$ cat src/rtl/cpu_sequencer.sv
// Multi-cycle instruction sequencer: steps FETCH/DECODE/EXEC/(MULDIV|MEM)/WB over a
// single shared memory port and drives per-stage enables for the datapath.
module cpu_sequencer #(
  parameter int unsigned MULDIV_CYCLES = 32,
  parameter int unsigned CNT_W         = 32
) (
  input  logic             clk,
  input  logic             rst_b,
  input  logic [5:0]       opcode,
  input  logic [5:0]       func,
  input  logic             reg_write,
  input  logic             mem_to_reg,
  input  logic             mem_write_en,
  input  logic             jump,
  input  logic             branch,
  input  logic             halted,
  input  logic             branch_taken,
  input  logic             mem_ready,
  output logic             mem_req,
  output logic             mem_we,
  output logic             mem_sel_data,
  output logic             ir_load,
  output logic             pc_write,
  output logic [1:0]       pc_src,
  output logic             rf_write,
  output logic             muldiv_start,
  output logic             hilo_write,
  output logic             halt,
  output logic             retire,
  output logic [CNT_W-1:0] retire_cnt,
  output logic [2:0]       state
);

  localparam int unsigned MdW = (MULDIV_CYCLES > 1) ? $clog2(MULDIV_CYCLES) : 1;
  localparam logic [MdW-1:0] MdLoad = MdW'(MULDIV_CYCLES - 1);

  localparam logic [5:0] FuncMult = 6'b011000;
  localparam logic [5:0] FuncDiv  = 6'b011010;

  localparam logic [1:0] PcSeq    = 2'b00;
  localparam logic [1:0] PcBranch = 2'b01;
  localparam logic [1:0] PcJump   = 2'b10;

  typedef enum logic [2:0] {
    StFetch   = 3'd0,
    StDecode  = 3'd1,
    StExec    = 3'd2,
    StMuldiv  = 3'd3,
    StMem     = 3'd4,
    StWb      = 3'd5,
    StHalt    = 3'd6,
    StIllegal = 3'd7
  } state_e;

  state_e           state_q, state_d;
  logic [MdW-1:0]   md_cnt_q, md_cnt_d;
  logic [CNT_W-1:0] cnt_q, cnt_d;
  logic             is_muldiv;

  assign is_muldiv = (opcode == 6'b000000) && ((func == FuncMult) || (func == FuncDiv));

  // State, mult/div countdown and retired-instruction counter registers
  always_ff @(posedge clk) begin
    if (!rst_b) begin
      state_q  <= StFetch;
      md_cnt_q <= '0;
      cnt_q    <= '0;
    end else begin
      state_q  <= state_d;
      md_cnt_q <= md_cnt_d;
      cnt_q    <= cnt_d;
    end
  end

  // Next-state logic and per-state output strobes
  always_comb begin
    state_d      = state_q;
    md_cnt_d     = md_cnt_q;
    mem_req      = 1'b0;
    mem_we       = 1'b0;
    mem_sel_data = 1'b0;
    ir_load      = 1'b0;
    pc_write     = 1'b0;
    pc_src       = PcSeq;
    rf_write     = 1'b0;
    muldiv_start = 1'b0;
    hilo_write   = 1'b0;
    halt         = 1'b0;
    retire       = 1'b0;
    case (state_q)
      StFetch: begin
        mem_req = 1'b1;
        if (mem_ready) begin
          ir_load = 1'b1;
          state_d = StDecode;
        end
      end
      StDecode: begin
        state_d = halted ? StHalt : StExec;
      end
      StExec: begin
        // Branch is tested before the memory rule: branches arrive with mem_to_reg set
        if (is_muldiv) begin
          muldiv_start = 1'b1;
          md_cnt_d     = MdLoad;
          state_d      = StMuldiv;
        end else if (jump) begin
          pc_write = 1'b1;
          pc_src   = PcJump;
          retire   = 1'b1;
          state_d  = StFetch;
        end else if (branch) begin
          pc_write = 1'b1;
          pc_src   = branch_taken ? PcBranch : PcSeq;
          retire   = 1'b1;
          state_d  = StFetch;
        end else if (mem_write_en || (reg_write && mem_to_reg)) begin
          state_d = StMem;
        end else if (reg_write) begin
          state_d = StWb;
        end else begin
          pc_write = 1'b1;
          retire   = 1'b1;
          state_d  = StFetch;
        end
      end
      StMuldiv: begin
        if (md_cnt_q != '0) begin
          md_cnt_d = md_cnt_q - 1'b1;
        end else begin
          hilo_write = 1'b1;
          pc_write   = 1'b1;
          retire     = 1'b1;
          state_d    = StFetch;
        end
      end
      StMem: begin
        mem_req      = 1'b1;
        mem_sel_data = 1'b1;
        mem_we       = mem_write_en;
        if (mem_ready) begin
          if (mem_write_en) begin
            pc_write = 1'b1;
            retire   = 1'b1;
            state_d  = StFetch;
          end else begin
            state_d = StWb;
          end
        end
      end
      StWb: begin
        rf_write = 1'b1;
        pc_write = 1'b1;
        retire   = 1'b1;
        state_d  = StFetch;
      end
      StHalt: begin
        halt = 1'b1;
      end
      default: begin
        state_d = StFetch;
      end
    endcase

    // Reset overrides every strobe in the same cycle, so no PC/RF write escapes
    if (!rst_b) begin
      mem_req      = 1'b0;
      mem_we       = 1'b0;
      mem_sel_data = 1'b0;
      ir_load      = 1'b0;
      pc_write     = 1'b0;
      pc_src       = PcSeq;
      rf_write     = 1'b0;
      muldiv_start = 1'b0;
      hilo_write   = 1'b0;
      halt         = 1'b0;
      retire       = 1'b0;
    end
  end

  // Retired-instruction counter next value and debug/status outputs
  always_comb begin
    cnt_d      = retire ? cnt_q + CNT_W'(1) : cnt_q;
    retire_cnt = rst_b ? cnt_q : '0;
    state      = state_q;
  end

endmodule
$ cat config.mk
export PLATFORM = sky130hd
export DESIGN_NAME = cpu_sequencer
export DESIGN_NICKNAME = d
export VERILOG_FILES = /design/src/rtl/cpu_sequencer.sv
export SDC_FILE = /design/constraint.sdc
export NUM_CORES = 1
export LEC_CHECK = 0
export ABC_AREA = 1
export BUFFER_PORTS_ARGS = -buffer_cell sky130_fd_sc_hd__buf_2
export CORE_AREA = 2 2 83 85
export DETAILED_ROUTE_END_ITERATION = 8
export DIE_AREA = 0 0 85 87
export HOLD_SLACK_MARGIN = 0.1
export PLACE_DENSITY = 0.74
export SLEW_MARGIN = 20
export SYNTH_ARGS = -nofsm -noshare
export SYNTH_HDL_FRONTEND = slang
export SYNTH_SLANG_ARGS = --single-unit
$ cat constraint.sdc
create_clock -name clk -period 3.1 [get_ports clk]
set_clock_uncertainty 0.1 [all_clocks]
set_input_delay 0.775 -clock clk [delete_from_list [all_inputs] [get_ports clk]]
set_output_delay 0.775 -clock clk [all_outputs]
set_load 0.005 [all_outputs]
==> flow_summary_export.csv <==
group,metric,value,unit
worst_setup_path,path_max_fanout,5,
worst_hold_path,min-delay-path-class,"reg2reg",
finish,area_growth,15.0,%
synth,synth_edf_count,0,
drt,wl_per_cell,11.5,um
clock_tree,clockBufferDepth,2,
power,ir_drop,406,uV
synth,synth_top_area_cell,"dfxtp_1",
outcome,status,"completed",
synth,syn_inst,532,
floorplan,die_y,87,um
synth,yosys_register_bits,40,
synth,yosysWarnings,0,
clock_tree,ctsResizeCount,0,
clock_tree,h-tree-depth,2,
clock_tree,cts_root_buffer,"clkbuf_8",
clock_tree,holdBufCountCts,0,
grt,grt_remaining_overflow,0,
place,port_buffers,67,
grt,grt_pass1_wl,13400,um
timing,setup_viol,0,
finish,drive_above_1_share,0.163,
worst_hold_path,whs_path_depth,2,
worst_setup_path,reg2regPathDepth,9,
drt,drt_first_pass_iters,4,
timing,rsz0062_at_grt,"false",
synth,yosysMostFrequentCell,"nand2_1",
timing,max_slew.worst_pin.slew,0.358,ns
timing,hold_violations,0,
clock_tree,cts_setup_buffers,0,
power,p_leak,1.71,nW
synth,yosysSeqAreaShare,0.261,
power,power.density,445,nW/um2
floorplan,core_area,6570,um2
drt,wl,7750,um
timing,drv_slew,0,
clock_tree,cts_buffers,5,
floorplan,ios,69,
drt,via_count,3292,
clock_tree,clk_latency,0.30,ns
synth,synthTopCellsByArea,"dfxtp_1 (26%), nand2_1 (23%), inv_1 (7.8%), nor2_1 (7.5%), nand3_1 (7.0%)",
place,dp_hpwl,5870,um
timing,setup_tns,0,ns
clock_tree,cts_tree,"yes",
floorplan,die_area,7400,um2
synth,yosysUniqueCellTypes,28,
synth,synth_area,3070,um2
synth,async_flop_share,0,
finish,antenna_cells,0,
grt,grt_antenna_before_repair,0,
synth,synth_top_area_share,0.261,
synth,syn-num-nets,557,
timing,whs,0.395,ns
worst_setup_path,crit_path_start_kind,"flip-flop",
drt,post_drt_via_cell_ratio,4.87,
grt,grt_pass1_vias,3034,
synth,synthFlopType,"dfxtp_1",
job,drv_cap,0,
worst_setup_path,crit_path_end_kind,"primary output",
worst_setup_path,cp.required,2.22,ns
grt,grt_max_degree,35,
grt,track_usage,0.219,
timing,max_freq,389,MHz
floorplan,fp-row-count,30,
place,gp_congestion,0.914,
worst_setup_path,critPathKind,"reg2out",
drt,drtAntennaViolNets,0,
floorplan,die_w,85,um
synth,syn_avg_cell_area,5.78,um2
clock_tree,clk_pin_slew_worst_paths,0.08,ns
timing,period_share,0.829,
timing,relSlewSlack,0.761,
worst_setup_path,cp_data_arrival_time,1.69,ns
clock_tree,cts.sinks,40,
synth,netlist_top_cells_count,"nand2_1 (192), inv_1 (64), nor2_1 (61)",
floorplan,start_util,0.468,
timing,fin_crit,2.57,ns
finish,finalNetCount,620,
drt,drcViolationCount,0,
drt,drtIter0Drc,198,
finish,final_util,0.538,
-- placed cells by master, fill, tap and decap left out, drive strengths merged --
master,instances
nand2,197
a21boi,1
a21oi,38
buf,74
dfxtp,40
inv,67
nand3,44
xor2,6
nor2,69
nor3,9
ha,3
clkinv,1
nand3b,16
clkbuf,8
o21ai,12
o21bai,1
o211ai,2
xnor2,8
-- layout make-up --
class                           instances  area (um2)
Sequential cell                        40         801
Clock buffer                            8        90.1
Tap cell                               80         100
Multi-Input combinational cell        406        1900
Inverter                               68         255
Fill cell                             688        3040
Timing Repair Buffer                   74         388
-- per-stage QoR --
| step | setup slack, ns | instance area, um2 | instances | power, W |
|---|---|---|---|---|
| 4_1_cts | 0.515 | 3530 | 676 | 0.00158 |
| 6_report | 0.531 | 3530 | 676 | 0.00157 |
| 3_3_place_gp | 0.581 | 3440 | 668 | 0.00119 |
| 3_5_place_dp | 0.556 | 3440 | 668 | 0.00121 |
| 2_1_floorplan | 0.709 | 3070 | 532 | 0.00110 |
| 5_1_grt | 0.360 | 3530 | 676 | 0.00167 |
-- sequential cells by signal, summed over array words and instances (netlist names) --
| signal | cells |
|---|---|
| state | 3 |
| md_cnt_q | 5 |
| cnt_q | 32 |
-- cell families (layout without fill, tap and decap cells) --
group	after synthesis	in the layout	synth area share
AO/OA/AOI/OAI	54	54	0.0912
adder cells (fa/ha/maj)	3	3	0.0122
XOR/XNOR	14	14	0.0399
buffers and inverters	86	150	0.121
AND/OR/NAND/NOR	335	335	0.475
flip-flops	40	40	0.261
-- worst max-delay path: stages (launching register included) --
cell and delay [ns]:
dfxtp_1 0.35, inv_1 0.08, ha_1 0.19, nand3_1 0.19
nor2_4 0.08, nor2_4 0.14, nand3_1 0.15, nor2_1 0.11
buf_2 0.12
-- power by group --
group / switching [W] / total, W / internal, W
sequential: 0.0000660 / 0.000627 / 0.000561
clock: 0.000191 / 0.000373 / 0.000182
combinational: 0.000370 / 0.000572 / 0.000201
total: 0.000627 / 0.00157 / 0.000944
-- final timing paths --
kind                                     end  slack (ns)   startpoint
worst max-delay path            muldiv_start        0.53  md_cnt_q[0]
worst min-delay path               cnt_q[31]        0.39    cnt_q[31]
worst max register to register     cnt_q[16]        0.99     cnt_q[0]
worst min register to register     cnt_q[31]        0.39    cnt_q[31]
-- routing by layer --
layer / global-route usage / wire length (um) / up-vias
li1: - / - / 1774
met1: 0.279 / 3740 / 1443
met2: 0.384 / 3600 / 64
met3: 0.0237 / 253 / 11
met4: 0.0779 / 153 / 0
met5: 0 / 0 / -
(Power assumes the default switching activity.)
